<file path="config.mk">
export PLATFORM = sky130hd
export DESIGN_NAME = cpu_sequencer
export DESIGN_NICKNAME = d
export VERILOG_FILES = /design/src/rtl/cpu_sequencer.sv
export SDC_FILE = /design/constraint.sdc
export NUM_CORES = 1
export LEC_CHECK = 0
export BUFFER_PORTS_ARGS = -buffer_cell sky130_fd_sc_hd__buf_2
export CORE_ASPECT_RATIO = 2
export CORE_MARGIN = 5
export CORE_UTILIZATION = 45
export CTS_CLUSTER_DIAMETER = 100
export DETAILED_ROUTE_END_ITERATION = 10
export HOLD_SLACK_MARGIN = 0.06
export PLACE_DENSITY_LB_ADDON = 0.1
export RECOVER_POWER = 25
export REMOVE_ABC_BUFFERS = 1
export SYNTH_ARGS = -nofsm -noshare
export SYNTH_HDL_FRONTEND = slang
export SYNTH_SLANG_ARGS = --single-unit
</file>
<file path="constraint.sdc">
create_clock -name clk -period 2.5 [get_ports clk]
set_input_delay 0.125 -clock clk [delete_from_list [all_inputs] [get_ports clk]]
set_output_delay 0.125 -clock clk [all_outputs]
set_load 0.005 [all_outputs]
</file>
<file path="src/rtl/cpu_sequencer.sv">
// -----------------------------------------------------------------------------
// cpu_sequencer
//   Multi-cycle control unit for the simple CPU. Fetches one 16-bit instruction
//   at a time over a req/valid handshake, presents the register-file read
//   addresses, evaluates a 4-bit ALU operation and writes the result back.
//   Sequence per instruction: FETCH (waits for instr_valid) -> EXEC -> WB.
//
// Ports
//   clk, reset          clock (posedge) and synchronous active-high reset
//   start               pulse; leaves IDLE or HALT and begins fetching at pc=0
//   instr_req/addr      fetch request (held until instr_valid) and address (pc)
//   instr_valid/data    fetched instruction: op[15:13] rd[12:10] rs1[9:7]
//                       rs2[6:4] imm[3:0]
//   rf_read_address1/2  register-file read addresses (ir.rs1 / ir.rs2)
//   rf_read_data1/2     combinational register-file read data
//   rf_write_address    ir.rd
//   rf_write_data       registered ALU/LDI result
//   rf_write_enable     one-cycle pulse in WB for LDI/ADD/SUB/AND/OR
//   zero_flag           result==0 of the last ALU/LDI write
//   carry_flag          carry of the last ADD / borrow of the last SUB
//   busy, halted        state is neither IDLE nor HALT / state is HALT
//   retired             saturating count of completed instructions
// -----------------------------------------------------------------------------
module cpu_sequencer #(
    parameter int PC_WIDTH    = 4,
    parameter int COUNT_WIDTH = 8
) (
    input  logic                   clk,
    input  logic                   reset,
    input  logic                   start,
    output logic                   instr_req,
    output logic [PC_WIDTH-1:0]    instr_addr,
    input  logic                   instr_valid,
    input  logic [15:0]            instr_data,
    output logic [2:0]             rf_read_address1,
    output logic [2:0]             rf_read_address2,
    input  logic [3:0]             rf_read_data1,
    input  logic [3:0]             rf_read_data2,
    output logic [2:0]             rf_write_address,
    output logic [3:0]             rf_write_data,
    output logic                   rf_write_enable,
    output logic                   zero_flag,
    output logic                   carry_flag,
    output logic                   busy,
    output logic                   halted,
    output logic [COUNT_WIDTH-1:0] retired
);

    typedef enum logic [2:0] {
        ST_IDLE  = 3'd0,
        ST_FETCH = 3'd1,
        ST_EXEC  = 3'd2,
        ST_WB    = 3'd3,
        ST_HALT  = 3'd4
    } state_t;

    localparam logic [2:0] OP_NOP  = 3'd0;
    localparam logic [2:0] OP_LDI  = 3'd1;
    localparam logic [2:0] OP_ADD  = 3'd2;
    localparam logic [2:0] OP_SUB  = 3'd3;
    localparam logic [2:0] OP_AND  = 3'd4;
    localparam logic [2:0] OP_OR   = 3'd5;
    localparam logic [2:0] OP_BEQZ = 3'd6;
    localparam logic [2:0] OP_HALT = 3'd7;

    state_t                 state_q,   state_d;
    logic [PC_WIDTH-1:0]    pc_q,      pc_d;
    logic [15:0]            ir_q,      ir_d;
    logic [3:0]             result_q,  result_d;
    logic                   zero_q,    zero_d;
    logic                   carry_q,   carry_d;
    logic                   take_q,    take_d;
    logic [COUNT_WIDTH-1:0] retired_q, retired_d;

    // Instruction fields, taken from the latched instruction register.
    logic [2:0] ir_op;
    logic [2:0] ir_rd;
    logic [2:0] ir_rs1;
    logic [2:0] ir_rs2;
    logic [3:0] ir_imm;
    logic       ir_writes;

    assign ir_op     = ir_q[15:13];
    assign ir_rd     = ir_q[12:10];
    assign ir_rs1    = ir_q[9:7];
    assign ir_rs2    = ir_q[6:4];
    assign ir_imm    = ir_q[3:0];
    assign ir_writes = (ir_op == OP_LDI) || (ir_op == OP_ADD) || (ir_op == OP_SUB) ||
                       (ir_op == OP_AND) || (ir_op == OP_OR);

    // 5-bit sum/difference: bit 4 is the ADD carry, or the SUB borrow
    // (the difference wraps negative exactly when rs1 < rs2).
    logic [4:0] alu_sum;
    logic [4:0] alu_diff;

    assign alu_sum  = {1'b0, rf_read_data1} + {1'b0, rf_read_data2};
    assign alu_diff = {1'b0, rf_read_data1} - {1'b0, rf_read_data2};

    always_ff @(posedge clk) begin
        if (reset) begin
            state_q   <= ST_IDLE;
            pc_q      <= '0;
            ir_q      <= '0;
            result_q  <= '0;
            zero_q    <= 1'b0;
            carry_q   <= 1'b0;
            take_q    <= 1'b0;
            retired_q <= '0;
        end else begin
            state_q   <= state_d;
            pc_q      <= pc_d;
            ir_q      <= ir_d;
            result_q  <= result_d;
            zero_q    <= zero_d;
            carry_q   <= carry_d;
            take_q    <= take_d;
            retired_q <= retired_d;
        end
    end

    always_comb begin
        state_d   = state_q;
        pc_d      = pc_q;
        ir_d      = ir_q;
        result_d  = result_q;
        zero_d    = zero_q;
        carry_d   = carry_q;
        take_d    = take_q;
        retired_d = retired_q;

        case (state_q)
            ST_IDLE, ST_HALT: begin
                if (start) begin
                    state_d = ST_FETCH;
                    pc_d    = '0;
                end
            end

            ST_FETCH: begin
                if (instr_valid) begin
                    ir_d    = instr_data;
                    state_d = ST_EXEC;
                end
            end

            ST_EXEC: begin
                take_d = 1'b0;
                case (ir_op)
                    OP_LDI: begin
                        result_d = ir_imm;
                        zero_d   = (ir_imm == 4'd0);
                    end
                    OP_ADD: begin
                        result_d = alu_sum[3:0];
                        zero_d   = (alu_sum[3:0] == 4'd0);
                        carry_d  = alu_sum[4];
                    end
                    OP_SUB: begin
                        result_d = alu_diff[3:0];
                        zero_d   = (alu_diff[3:0] == 4'd0);
                        carry_d  = alu_diff[4];
                    end
                    OP_AND: begin
                        result_d = rf_read_data1 & rf_read_data2;
                        zero_d   = ((rf_read_data1 & rf_read_data2) == 4'd0);
                    end
                    OP_OR: begin
                        result_d = rf_read_data1 | rf_read_data2;
                        zero_d   = ((rf_read_data1 | rf_read_data2) == 4'd0);
                    end
                    // Branch decision is captured here so WB does not depend
                    // on the register file still presenting the same data.
                    OP_BEQZ: take_d = (rf_read_data1 == 4'd0);
                    default: ;
                endcase
                state_d = ST_WB;
            end

            ST_WB: begin
                if (retired_q != {COUNT_WIDTH{1'b1}}) begin
                    retired_d = retired_q + 1'b1;
                end
                if (ir_op == OP_HALT) begin
                    state_d = ST_HALT;
                end else begin
                    state_d = ST_FETCH;
                    pc_d    = take_q ? PC_WIDTH'(ir_imm) : pc_q + 1'b1;
                end
            end

            default: state_d = ST_IDLE;
        endcase
    end

    assign instr_req        = (state_q == ST_FETCH);
    assign instr_addr       = pc_q;
    assign rf_read_address1 = ir_rs1;
    assign rf_read_address2 = ir_rs2;
    assign rf_write_address = ir_rd;
    assign rf_write_data    = result_q;
    assign rf_write_enable  = (state_q == ST_WB) && ir_writes;
    assign zero_flag        = zero_q;
    assign carry_flag       = carry_q;
    assign busy             = (state_q != ST_IDLE) && (state_q != ST_HALT);
    assign halted           = (state_q == ST_HALT);
    assign retired          = retired_q;

endmodule

</file>
After elaboration in Yosys (flattened, before gate mapping)
Index checks and enable logic that the tools add are counted.
{ "word_totals": {"register_bits": 38, "inputBits": 28, "out_inout_bits": 31, "wordCells": 66} }
{ "op_classes": {"addsub": 4, "eq_ne": 16, "n_mux": 12, "n_bitwise": 2, "n_reduce_logical": 24} }
{ "op_table": {"columns": ["op", "count"], "rows": [
  ["$logic_not A4 Y1", 6],
  ["$pmux W4 S5", 1],
  ["$eq A3 B3 Y1 const B", 5],
  ["$eq A3 B2 Y1 const B", 4],
  ["$mux W4", 3],
  ["$pmux W3 S4", 1],
  ["$reduce_and A2 Y1", 5],
  ["$mux W3", 3],
  ["$add A8 B1 Y8 const B", 1],
  ["$ne A8 B8 Y1 const B", 1],
  ["$pmux W4 S2", 1],
  ["$eq A3 B1 Y1 const B", 2],
  ["$add A4 B4 Y5", 1],
  ["$pmux W1 S5", 1],
  ["$reduce_bool A5 Y1", 1],
  ["$sub A4 B4 Y5", 1],
  ["$add A4 B1 Y4 const B", 1],
  ["$and A4 B4 Y4", 1],
  ["$logic_or A1 B1 Y1", 4],
  ["$ne A2 B2 Y1 const B", 2],
  ["$or A4 B4 Y4", 1],
  ["$reduce_bool A2 Y1", 2],
  ["$logic_not A3 Y1", 1],
  ["$ne A3 B3 Y1 const B", 1],
  ["other kinds (7)", 8]
]} }

Depth between registers and ports, before layout
{ "logic_depth": {"ltp_word": 6, "mapped_depth": 8, "mapped_depth_nobuf": 8} }

Worst setup path after synthesis
Ideal clock, no wire load.
{ "synth_path": {"path_type": "reg2reg", "from": "register ir_q[15]", "to": "register zero_q, in the netlist zero_flag", "setup_ns": 0.091, "arrival_ns": 1.733, "required_time_ns": 2.409, "slack_ns": 0.676, "path_stages_with_launch": 9, "path_buffers": 1, "period_less_slack_ns": 1.824, "cell_sequence": "dfxtp_1 -> inv_1 -> ha_1 -> clkbuf_2 -> nor2b_1 -> nor4b_1 -> nand2b_1 -> mux2i_1 -> a311oi_1"} }
{ "synth_between": {"elab_chain_len": 3, "elab_cells_between_ends": 8, "classes_between": "eq/ne (5); mux (1); reduce/logical (2)"} }
{ "synth_lines": {"columns": ["item", "line", "rtl"], "rows": [
  ["start, declared", "68", "logic [15:0] ir_q, ir_d;"],
  ["start signal, assigned", "112", "ir_q <= ir_d;"],
  ["$eq A3 B1 Y1, or another cell as far along", "148", "case (ir_op)"],
  ["$reduce_bool A5 Y1 (no line)", null, null],
  ["$reduce_and A2 Y1 (no line)", null, null],
  ["end signal, assigned", "114", "zero_q <= zero_d;"],
  ["end, declared", "70", "logic zero_q, zero_d;"]
]} }
Parallel ways exist; a longest one is shown, timed or not.
A chain may end at the register's enable or synchronous reset.

Final worst setup path
Ends and elaborated chain as after synthesis.

==> results by group <==
Finish
  • Share of layout cells above drive strength 1: 20.60%
  • Area delta synth->final: 16.88%
  • Leading cell type in the layout, fill and taps excluded: buf_2
  • Final Non-Filler Cells: 392
  • Inserted Diodes: 0
  • Leading cell types in the layout, fill and taps excluded: 53 x buf_2, 47 x nand2_1, 38 x dfxtp_1, 32 x a21oi_1, 25 x nor2_1
  • Final net count: 379

Floorplan
  • Placeable Area: 0.004910 mm^2
  • Rows: 36
  • Die span in x: 60.37 um
  • Initial core utilization: 46.51%
  • Die span in y: 110.7 um
  • I/O pins: 59
  • Die ar.: 0.006685 mm^2

Setup path
  • Worst path cell trace: inv_1 > ha_1 > nor2b_1 > nor4b_1 > nand2b_1 > mux2i_1 > a311oi_1
  • Critical path fanouts, max: 9
  • Critical path endpoint category: register
  • Reg2reg setup slack: 460 ps
  • Worst Path Arrival: 2240 ps
  • CP Buf/Inv Count: 1
  • Critical path depth: 7
  • Crit path launch type: register
  • Worst-case reg-to-reg path depth: 7
  • CP max-delay cell: ha_1
  • Required time of the critical path: 2700 ps
  • Crit Path Class: register to register
  • CP top delay family: simple AND/OR/NAND/NOR gates
  • Worst path max stage delay: 440 ps

STA
  • Final hold violations: 0
  • Clock skew: 3.704 ps
  • Setup violations, final: 0
  • Final period util: 81.70%
  • Measured slew at the worst slew-check pin: 573.5 ps
  • Total negative slack: 0 ps
  • Max-slew violations: 0
  • Max Clock Freq: 0.4896 GHz
  • Final min period: 2042 ps
  • Slew headroom: 61.71%
  • Unrepaired setup endpoints after global routing: false

CTS
  • Resized Gates After CTS: 0
  • Postcts setup bufs: 0
  • Clk pin slew, worst setup/hold paths: 70 ps
  • Clock Tree Buf Depth: 2
  • H-tree Lvls: 2
  • Clk root buf: clkbuf_8
  • Num CTS Buffers: 5
  • CTS sink cnt: 38
  • CTS tree: done
  • Later-pin clock latency in the skew report: 280 ps
  • CTS Hold Bufs: 0

Routing
  • WL per Instance: 14.82 um
  • DRT iter0 DRCs: 42
  • ANT nets after route: 0
  • DR DRC count: 0
  • DR pass1 iterations: 4
  • Avg Vias per Cell: 5.365
  • Overall routed net length: 5.810 mm
  • Via count: 2103

Hold path
  • Tightest Hold Check Type: input port to register
  • Hold Crit Depth: 3

Pwr
  • Pwr dens: 571.5 mW/mm^2
  • Internal Power: 1153 uW
  • Clk pwr share: 41.7%
  • Static leakage: 0.001183 uW
  • NetSw: 372.2 uW
  • Comb power frac: 15.7%
  • Seq pwr share: 42.6%
  • Max IR drop VDD: 650.0 uV
  • Total power: 1525 uW
  • Sw frac: 24.40%

Logic synthesis
  • Synth Flop Type: dfxtp_1
  • Async SR Flop Fraction: 0%
  • Yosys top cell by area: dfxtp_1
  • Distinct cells, synth: 51
  • Synth warnings: 0
  • Synth Register Bits: 38
  • Cells after synthesis: 289
  • Post-Syn Area: 0.002283 mm^2
  • Post-synth EDFFs: 0
  • Seq/Total Area, Yosys: 33.32%
  • Ranking of synthesized cells by area: dfxtp_1 33%, ha_1 8.2%, nand2_1 7.7%, a21oi_1 7.0%, nor2_1 4.1%
  • Synthesized area per cell: 7.901 um^2
  • Post-synth top area share: 33.32%

GRT
  • First-pass GRT wire length: 9.715 mm
  • Initial antenna violation count: 0
  • Global route total overflow: 0
  • GRT Total Usage: 18.79%
  • Largest net degree at the start of global routing: 22
  • Vias in the first global route: 2124

Placement
  • Dpl cells: 384
  • Post-DP HPWL: 4.635 mm
  • # port buffers: 58
  • Gpl congestion: 0.9252

Job
  • Max_cap viols: 0

Outcome
  • Status: finished clean
[cells in the mapped netlist (all sizes together) (2+ instances only)]
| cell type | number |
|---|---|
| a211o | 3 |
| a211oi | 6 |
| a21o | 2 |
| a21oi | 32 |
| a311oi | 2 |
| a31oi | 2 |
| and3 | 2 |
| buf | 12 |
| clkbuf | 10 |
| dfxtp | 38 |
| fa | 2 |
| ha | 15 |
| inv | 16 |
| mux2i | 5 |
| nand2 | 47 |
| nand2b | 5 |
| nand3 | 10 |
| nand3b | 3 |
| nand4 | 2 |
| nor2 | 26 |
| nor2b | 4 |
| nor3 | 4 |
| nor3b | 2 |
| nor4 | 2 |
| nor4b | 2 |
| o21ai | 4 |
| or2 | 3 |
| or3 | 3 |
| xnor2 | 5 |
| xor2 | 6 |
[metal layers]
layer	share of wire (%)	global-route usage (%)	vias to the layer above	routed length, um
met4	3.7	9.024	0	215
met1	36	19.32	967	2071
met2	58	34.68	52	3345
li1	-	-	1068	-
met3	3.0	2.448	16	177
met5	0	0	-	0
[per-stage QoR]
step | util [%] | area, um^2 | setup slack (ps) | hold slack [ps]
after global placement | 51.58 | 2532 | 535.1 | 365.6
after global routing | 54.36 | 2669 | 194.7 | 62.52
after detailed placement | 51.58 | 2532 | 475.3 | 371.6
after floorplan | - | 2156 | 702.2 | 194.1
after CTS | 54.49 | 2675 | 470.7 | 63.51
final | 54.36 | 2669 | 457.6 | 71.36
[power by group through the flow]
stage                     Sequential [uW]  Combinational, uW  Clock, uW
after floorplan                       658                147          0
after global placement                663                241          0
after detailed placement              664                241          0
after CTS                             650                243        654
after global routing                  653                271        682
final                                 649                240        636
[final cells by class]
class / count / area, um^2
repair buffers: 60 / 299.0
clock inverters: 2 / 60.06
clock buffers: 6 / 82.58
flip-flops and latches: 38 / 760.7
inverters: 16 / 60.06
well taps: 57 / 71.32
multi-input cells: 213 / 1335
fillers: 509 / 2241
[final timing paths]
check / start / to
worst max-delay path: ir_q[15] / zero_flag
worst min-delay path: instr_data[9] / ir_q[9]
worst max register to register: ir_q[15] / zero_flag
worst min register to register: rf_write_data[0] / rf_write_data[0]
[tightest hold or removal path, delay by kind of cell]
family	cells	cell delay, ps
buffers and inverters	1	90
AO/OA/AOI/OAI	1	50
AND/OR/NAND/NOR	1	40
[state kept, by name, indices dropped and copies added (netlist names)]
signal	cells
retired	8
state_q	3
rf_write_data	4
ir_q	16
carry_flag	1
instr_addr	4
zero_flag	1
take_q	1
[kinds of logic after synthesis]
logic type      Yosys count  synth area share, %
compound gates           60                16.17
xor+xnor                 11                4.219
fa+ha+maj                17                9.973
buf+inv                  38                8.219
flops                    38                33.32
mux                       5                2.192
simple gates            120                25.92
Note: power is estimated with default switching activity, not from simulation.
